### src/rtl/exc_ctrl_if.sv
// MEM-stage / CP0 / fetch signal bundle for the exception sequencer.
interface exc_ctrl_if;
    logic        commit_en;
    logic        mem_valid;
    logic [31:0] mem_pc;
    logic        mem_bd;
    logic [6:0]  mem_exc;
    logic        mem_eret;
    logic [31:0] mem_bad_addr;
    logic        allow_int;
    logic        int_exl;
    logic [7:0]  interrupt_mask;
    logic [1:0]  software_int;
    logic [5:0]  hardware_int;
    logic [19:0] ebase;
    logic        boot_exp_vec;
    logic [31:0] epc;
    logic        redirect_ready;

    logic        en_exp;
    logic        exp_bd;
    logic        exp_badv_we;
    logic        clean_exl;
    logic [31:0] exp_epc;
    logic [31:0] exp_bad_vaddr;
    logic [4:0]  exp_code;
    logic        flush;
    logic        redirect_valid;
    logic [31:0] redirect_pc;
    logic        busy;

    modport master (
        output commit_en, mem_valid, mem_pc, mem_bd, mem_exc, mem_eret, mem_bad_addr,
               allow_int, int_exl, interrupt_mask, software_int, hardware_int,
               ebase, boot_exp_vec, epc, redirect_ready,
        input  en_exp, exp_bd, exp_badv_we, clean_exl, exp_epc, exp_bad_vaddr,
               exp_code, flush, redirect_valid, redirect_pc, busy
    );

    modport slave (
        input  commit_en, mem_valid, mem_pc, mem_bd, mem_exc, mem_eret, mem_bad_addr,
               allow_int, int_exl, interrupt_mask, software_int, hardware_int,
               ebase, boot_exp_vec, epc, redirect_ready,
        output en_exp, exp_bd, exp_badv_we, clean_exl, exp_epc, exp_bad_vaddr,
               exp_code, flush, redirect_valid, redirect_pc, busy
    );
endinterface

### src/rtl/exc_ctrl.sv
// Exception/interrupt/ERET sequencer: picks one event, commits it to CP0,
// flushes the pipeline and issues a single fetch redirect.
module exc_ctrl #(
    parameter logic [31:0] BOOT_VEC     = 32'hBFC00380,
    parameter logic [11:0] EXC_OFFSET   = 12'h180,
    parameter int          FLUSH_CYCLES = 2
) (
    input logic        clk,
    input logic        rst,
    exc_ctrl_if.slave  bus
);
    typedef enum logic [1:0] {IDLE, COMMIT, FLUSH, REDIRECT} state_t;

    state_t      state, state_n;
    logic [3:0]  cnt;
    logic        is_eret;
    logic        int_pend, trig, take, sel_eret, eret_n;
    logic [4:0]  code_c;
    logic [31:0] badv_c;
    logic        badv_we_c;

    // Fixed-priority event select; ERET only when nothing else is pending.
    always_comb begin
        int_pend  = bus.allow_int & ~bus.int_exl &
                    (|(bus.interrupt_mask & {bus.hardware_int, bus.software_int}));
        trig      = bus.commit_en & bus.mem_valid & (int_pend | (|bus.mem_exc) | bus.mem_eret);
        code_c    = 5'h00;
        badv_c    = 32'h0;
        badv_we_c = 1'b0;
        sel_eret  = 1'b0;
        if (int_pend)             code_c = 5'h00;
        else if (bus.mem_exc[0]) begin
            code_c = 5'h04; badv_c = bus.mem_pc; badv_we_c = 1'b1;
        end
        else if (bus.mem_exc[1])  code_c = 5'h0a;
        else if (bus.mem_exc[2])  code_c = 5'h0c;
        else if (bus.mem_exc[3])  code_c = 5'h08;
        else if (bus.mem_exc[4])  code_c = 5'h09;
        else if (bus.mem_exc[5]) begin
            code_c = 5'h04; badv_c = bus.mem_bad_addr; badv_we_c = 1'b1;
        end
        else if (bus.mem_exc[6]) begin
            code_c = 5'h05; badv_c = bus.mem_bad_addr; badv_we_c = 1'b1;
        end
        else                      sel_eret = 1'b1;
    end

    always_comb begin
        state_n = state;
        take    = (state == IDLE) && trig;
        eret_n  = take ? sel_eret : is_eret;
        case (state)
            IDLE:     if (trig)               state_n = COMMIT;
            COMMIT:   if (bus.commit_en)      state_n = FLUSH;
            FLUSH:    if (cnt == 4'd0)        state_n = REDIRECT;
            REDIRECT: if (bus.redirect_ready) state_n = IDLE;
            default:                          state_n = IDLE;
        endcase
    end

    always_ff @(posedge clk or negedge rst) begin
        if (!rst) state <= IDLE;
        else      state <= state_n;
    end

    // Outputs are decoded from the next state so they come straight off flops.
    always_ff @(posedge clk or negedge rst) begin
        if (!rst) begin
            cnt                <= 4'd0;
            is_eret            <= 1'b0;
            bus.en_exp         <= 1'b0;
            bus.clean_exl      <= 1'b0;
            bus.exp_bd         <= 1'b0;
            bus.exp_badv_we    <= 1'b0;
            bus.exp_epc        <= 32'h0;
            bus.exp_bad_vaddr  <= 32'h0;
            bus.exp_code       <= 5'h0;
            bus.flush          <= 1'b0;
            bus.redirect_valid <= 1'b0;
            bus.redirect_pc    <= 32'h0;
            bus.busy           <= 1'b0;
        end else begin
            if (take) begin
                is_eret           <= sel_eret;
                bus.exp_bd        <= bus.mem_bd;
                bus.exp_epc       <= bus.mem_bd ? bus.mem_pc - 32'd4 : bus.mem_pc;
                bus.exp_code      <= code_c;
                bus.exp_bad_vaddr <= badv_c;
                bus.exp_badv_we   <= badv_we_c;
                bus.redirect_pc   <= sel_eret ? bus.epc :
                                     (bus.boot_exp_vec ? BOOT_VEC : {bus.ebase, EXC_OFFSET});
            end
            if (state != FLUSH)  cnt <= 4'(FLUSH_CYCLES - 1);
            else if (cnt != 4'd0) cnt <= cnt - 4'd1;
            bus.en_exp         <= (state_n == COMMIT) && !eret_n;
            bus.clean_exl      <= (state_n == COMMIT) && eret_n;
            bus.flush          <= (state_n == FLUSH);
            bus.redirect_valid <= (state_n == REDIRECT);
            bus.busy           <= (state_n != IDLE);
        end
    end
endmodule
### src/flat_wrapper.sv
// flat-port wrapper written by rule: the top's interface ports become plain ports
module exc_ctrl_flat 
#(
    parameter logic [31:0] BOOT_VEC     = 32'hBFC00380,
    parameter logic [11:0] EXC_OFFSET   = 12'h180,
    parameter int          FLUSH_CYCLES = 2
)
  (clk, rst, bus_commit_en, bus_mem_valid, bus_mem_pc, bus_mem_bd, bus_mem_exc, bus_mem_eret, bus_mem_bad_addr, bus_allow_int, bus_int_exl, bus_interrupt_mask, bus_software_int, bus_hardware_int, bus_ebase, bus_boot_exp_vec, bus_epc, bus_redirect_ready, bus_en_exp, bus_exp_bd, bus_exp_badv_we, bus_clean_exl, bus_exp_epc, bus_exp_bad_vaddr, bus_exp_code, bus_flush, bus_redirect_valid, bus_redirect_pc, bus_busy);
  exc_ctrl_if bus_i ();
  input logic clk;
  input logic rst;
  input wire logic [$bits(bus_i.commit_en)-1:0] bus_commit_en;
  input wire logic [$bits(bus_i.mem_valid)-1:0] bus_mem_valid;
  input wire logic [$bits(bus_i.mem_pc)-1:0] bus_mem_pc;
  input wire logic [$bits(bus_i.mem_bd)-1:0] bus_mem_bd;
  input wire logic [$bits(bus_i.mem_exc)-1:0] bus_mem_exc;
  input wire logic [$bits(bus_i.mem_eret)-1:0] bus_mem_eret;
  input wire logic [$bits(bus_i.mem_bad_addr)-1:0] bus_mem_bad_addr;
  input wire logic [$bits(bus_i.allow_int)-1:0] bus_allow_int;
  input wire logic [$bits(bus_i.int_exl)-1:0] bus_int_exl;
  input wire logic [$bits(bus_i.interrupt_mask)-1:0] bus_interrupt_mask;
  input wire logic [$bits(bus_i.software_int)-1:0] bus_software_int;
  input wire logic [$bits(bus_i.hardware_int)-1:0] bus_hardware_int;
  input wire logic [$bits(bus_i.ebase)-1:0] bus_ebase;
  input wire logic [$bits(bus_i.boot_exp_vec)-1:0] bus_boot_exp_vec;
  input wire logic [$bits(bus_i.epc)-1:0] bus_epc;
  input wire logic [$bits(bus_i.redirect_ready)-1:0] bus_redirect_ready;
  output wire logic [$bits(bus_i.en_exp)-1:0] bus_en_exp;
  output wire logic [$bits(bus_i.exp_bd)-1:0] bus_exp_bd;
  output wire logic [$bits(bus_i.exp_badv_we)-1:0] bus_exp_badv_we;
  output wire logic [$bits(bus_i.clean_exl)-1:0] bus_clean_exl;
  output wire logic [$bits(bus_i.exp_epc)-1:0] bus_exp_epc;
  output wire logic [$bits(bus_i.exp_bad_vaddr)-1:0] bus_exp_bad_vaddr;
  output wire logic [$bits(bus_i.exp_code)-1:0] bus_exp_code;
  output wire logic [$bits(bus_i.flush)-1:0] bus_flush;
  output wire logic [$bits(bus_i.redirect_valid)-1:0] bus_redirect_valid;
  output wire logic [$bits(bus_i.redirect_pc)-1:0] bus_redirect_pc;
  output wire logic [$bits(bus_i.busy)-1:0] bus_busy;
  assign bus_i.commit_en = bus_commit_en;
  assign bus_i.mem_valid = bus_mem_valid;
  assign bus_i.mem_pc = bus_mem_pc;
  assign bus_i.mem_bd = bus_mem_bd;
  assign bus_i.mem_exc = bus_mem_exc;
  assign bus_i.mem_eret = bus_mem_eret;
  assign bus_i.mem_bad_addr = bus_mem_bad_addr;
  assign bus_i.allow_int = bus_allow_int;
  assign bus_i.int_exl = bus_int_exl;
  assign bus_i.interrupt_mask = bus_interrupt_mask;
  assign bus_i.software_int = bus_software_int;
  assign bus_i.hardware_int = bus_hardware_int;
  assign bus_i.ebase = bus_ebase;
  assign bus_i.boot_exp_vec = bus_boot_exp_vec;
  assign bus_i.epc = bus_epc;
  assign bus_i.redirect_ready = bus_redirect_ready;
  assign bus_en_exp = bus_i.en_exp;
  assign bus_exp_bd = bus_i.exp_bd;
  assign bus_exp_badv_we = bus_i.exp_badv_we;
  assign bus_clean_exl = bus_i.clean_exl;
  assign bus_exp_epc = bus_i.exp_epc;
  assign bus_exp_bad_vaddr = bus_i.exp_bad_vaddr;
  assign bus_exp_code = bus_i.exp_code;
  assign bus_flush = bus_i.flush;
  assign bus_redirect_valid = bus_i.redirect_valid;
  assign bus_redirect_pc = bus_i.redirect_pc;
  assign bus_busy = bus_i.busy;
  exc_ctrl #(.BOOT_VEC(BOOT_VEC), .EXC_OFFSET(EXC_OFFSET), .FLUSH_CYCLES(FLUSH_CYCLES)) u_core (.clk(clk), .rst(rst), .bus(bus_i));
endmodule
### config.mk
export PLATFORM = sky130hd
export DESIGN_NAME = exc_ctrl_flat
export DESIGN_NICKNAME = d
export VERILOG_FILES = /design/src/rtl/exc_ctrl_if.sv /design/src/rtl/exc_ctrl.sv /design/src/flat_wrapper.sv
export SDC_FILE = /design/constraint.sdc
export NUM_CORES = 1
export LEC_CHECK = 0
export BUFFER_PORTS_ARGS = -buffer_cell sky130_fd_sc_hd__buf_4
export CAP_MARGIN = 20
export CELL_PAD_IN_SITES_DETAIL_PLACEMENT = 0
export CELL_PAD_IN_SITES_GLOBAL_PLACEMENT = 1
export CORE_MARGIN = 5
export CORE_UTILIZATION = 36
export DETAILED_ROUTE_END_ITERATION = 8
export PLACE_DENSITY_LB_ADDON = 0.2
export SLEW_MARGIN = 30
export SYNTH_ARGS = -nofsm -noshare
export SYNTH_HDL_FRONTEND = slang
export SYNTH_SLANG_ARGS = --single-unit
export TNS_END_PERCENT = 10
### constraint.sdc
create_clock -name clk -period 2.8 [get_ports clk]
set_input_delay 0.42 -clock clk [delete_from_list [all_inputs] [get_ports clk]]
set_output_delay 0.42 -clock clk [all_outputs]
set_load 0.05 [all_outputs]
==> results.toml <==
[outcome]
status = "finished, final reports clean"

[worst_hold_path]
holdCritPathClass = "in -> reg"
min_from = "bus_epc[7]"

[critical_path]
critPathLaunch = "bus_mem_exc[1]"
cp-end-kind = "flip-flop"
r2r_start = "u_core.state[0]"
required_ns = 3.13
crit_type = "in -> reg"
cp.arrival_ns = 2.50
cp-start-kind = "input pin"
crit_fanout = 33

[power_and_ir_drop]
swShare = 0.464
p_int_mw = 5.17
p_switching_mw = 4.47
pwr_density_cell_nw_per_um2 = 1180
seq_power_share = 0.287
combPwrFrac = 0.490
ir_drop_v = 0.000596
clkPwrFrac = 0.223
p_leak_nw = 3.90

[floorplan]
top_level_ports = 257
die_w_um = 132
num_rows = 44
die_height_um = 132
core_area_sq_um = 14600
initial_core_util = 0.369
die_area_sq_um = 17500

[timing]
drv_slew = 0
setup_viol = 0
period_needed_ns = 2.17
rsz0062_at_grt = "no"
fin_crit_sh = 0.775
final-hold-violation-count = 0
skew_ns = 0.0113
setup_tns_ns = 0
worst_slew_pin_slew_ns = 0.668
max-slew-margin-rel = 0.551
fmax_ghz = 0.461

[synthesis]
synth_nets = 719
avgSynthCellArea_sq_um = 9.52
synthCells = 567
async_reset_ff_frac = 1.00
yosysUniqueCellTypes = 47
synth_seq_area_share = 0.528
synth-edff-count = 0
yosysWarnings = 0
syn-cell-area_sq_um = 5400
ys_ff_latch = 114
ys.flop_type = "dfrtp_1"

[routing]
postRouteWirelength_mm = 17.4
ant_nets = 0
dr_wl_met3_mm = 1.59
drcViolationCount = 0
wl_per_cell_um = 17.1
dr.pass1.iters = 7
viasPerCell = 5.07
wl_met1_mm = 7.34
via_count = 5163
top_layer_used = "met4"
drtIter0Drc = 325
route.met2.wl_mm = 8.30

[clocking]
cts_root_buf = "clkbuf_16"
clockBufferDepth = 2
clkSinkCount = 114
clock_latency_ns = 0.41
htree_levels = 4
tritoncts = "done"
clk_pin_slew_ns = 0.05
numCtsBuffers = 17

[finish]
area_growth_pct = 51.6
final_common_cell = "buf_4"
fin_util = 0.559
layout-drive-gt1-share = 0.368
final_nets = 973
final_cell_mix = "buf_4, dfrtp_1, nand2_1, o21ai_0, nor2_1"
diodes = 0
num-fill-cells = 1353

[placed_design]
place_hpwl_mm = 13.2
gp_congestion = 0.807
io_buffers = 255

[global_routing]
grt_util_all_layers = 0.200
grt_pass1_wl_mm = 28.6
grt_pass1_vias = 5467
grt_start_max_net_pins = 55
grt_antenna_before_repair = 0
grt_overflow_total = 0

[job]
maxCapViolCount = 0
## layout make-up
class / count / area, sq um / share of cell area
flip-flops and latches: 114 / 2850 / 0.349
clock buffers: 22 / 454 / 0.0555
inverters: 5 / 18.8 / 0.00229
clock inverters: 10 / 134 / 0.0164
repair buffers: 273 / 2140 / 0.261
multi-input cells: 410 / 2360 / 0.288
well taps: 184 / 230 / 0.0281
## Yosys cell counts, types with 3 or more instances
| master | n | area, sq um |
|---|---|---|
| or4_1 | 4 | 30.0 |
| o21ai_1 | 14 | 70.1 |
| ha_1 | 3 | 37.5 |
| nand2_1 | 103 | 387 |
| nand3b_1 | 13 | 97.6 |
| a21oi_1 | 16 | 80.1 |
| xnor2_1 | 26 | 228 |
| dfrtp_1 | 114 | 2850 |
| buf_4 | 3 | 22.5 |
| nor2_1 | 33 | 124 |
| nor4_1 | 7 | 43.8 |
| mux2i_1 | 5 | 50.1 |
| nor2b_1 | 3 | 18.8 |
| a22oi_1 | 30 | 225 |
| a22o_1 | 15 | 131 |
| or3_1 | 6 | 37.5 |
| clkbuf_1 | 24 | 90.1 |
| nor3_1 | 24 | 120 |
| a31oi_1 | 6 | 37.5 |
| o21ai_0 | 69 | 345 |
| buf_2 | 8 | 40.0 |
| xor2_1 | 5 | 43.8 |
| inv_1 | 5 | 18.8 |
| buf_6 | 3 | 33.8 |
## routing by layer
layer / up-vias / GRT usage
li1: 2520 / -
met1: 2404 / 0.252
met2: 222 / 0.324
met3: 17 / 0.0793
met4: 0 / 0.0520
met5: - / 0
## power groups by stage
stage | Clock, mW | Combinational, mW | Sequential, mW
final | 2.15 | 4.72 | 2.76
after global routing | 2.29 | 5.03 | 2.86
after CTS | 2.20 | 4.78 | 2.77
after detailed placement | 0 | 4.78 | 2.78
after global placement | 0 | 4.73 | 2.76
after floorplan | 0 | 0.868 | 4.98
## cells by family after synthesis
group,share of synthesized area
buffers and inverters,0.0380
XOR/XNOR,0.0503
flip-flops,0.528
other,0.000694
multiplexers,0.0114
adder cells (fa/ha/maj),0.00695
AO/OA/AOI/OAI,0.185
AND/OR/NAND/NOR,0.179
## stage by stage
| step | instances | total power, mW | cell area, sq um | hold WS [ns] | worst slack (ns) |
|---|---|---|---|---|---|
| 2_1_floorplan | 567 | 5.85 | 5400 | 0.124 | 0.458 |
| 3_3_place_gp | 985 | 7.49 | 7590 | 0.382 | 0.244 |
| 3_5_place_dp | 985 | 7.56 | 7590 | 0.385 | 0.205 |
| 4_1_cts | 1018 | 9.75 | 8190 | 0.205 | 0.636 |
| 5_1_grt | 1018 | 10.2 | 8190 | 0.210 | 0.543 |
| 6_report | 1018 | 9.64 | 8190 | 0.223 | 0.630 |
## registers in the layout, summed over array words and instances, names as in the netlist
| signal | flops |
|---|---|
| u_core.bus.exp_bd | 1 |
| u_core.bus.clean_exl | 1 |
| u_core.bus.exp_badv_we | 1 |
| u_core.bus.flush | 1 |
| u_core.state | 2 |
| u_core.bus.exp_code | 4 |
| u_core.bus.en_exp | 1 |
| u_core.bus.exp_bad_vaddr | 32 |
| u_core.bus.exp_epc | 32 |
| u_core.cnt | 4 |
| u_core.is_eret | 1 |
| u_core.bus.redirect_valid | 1 |
| u_core.bus.redirect_pc | 32 |
| u_core.bus.busy | 1 |
## final timing paths
kind,endpoint,slack (ns),depth (start not counted)
max in group asynchronous,u_core.state[0],1.54,3
worst max register to register,u_core.bus.redirect_pc[5],0.72,4
min in group asynchronous,u_core.bus.clean_exl,0.49,2
worst min register to register,u_core.bus.exp_epc[29],0.48,2
worst min-delay path,u_core.bus.redirect_pc[7],0.22,2
worst max-delay path,u_core.bus.redirect_pc[30],0.63,8
## worst max-delay path: stages
cell     delay [ns]
buf_4          0.12
or4_4          0.55
or4_4          0.48
o31ai_4        0.34
buf_12         0.19
buf_12         0.18
a21oi_1        0.05
a21oi_1        0.15
## what timing repair did
action | 4_1_cts | 5_1_grt
setup buffers | 0 | 0
gates resized for setup | 0 | 0
hold buffers | 1 | 0
endpoints found under the hold margin | 29 | 0
No activity file was read; power rests on OpenSTA's default activity.
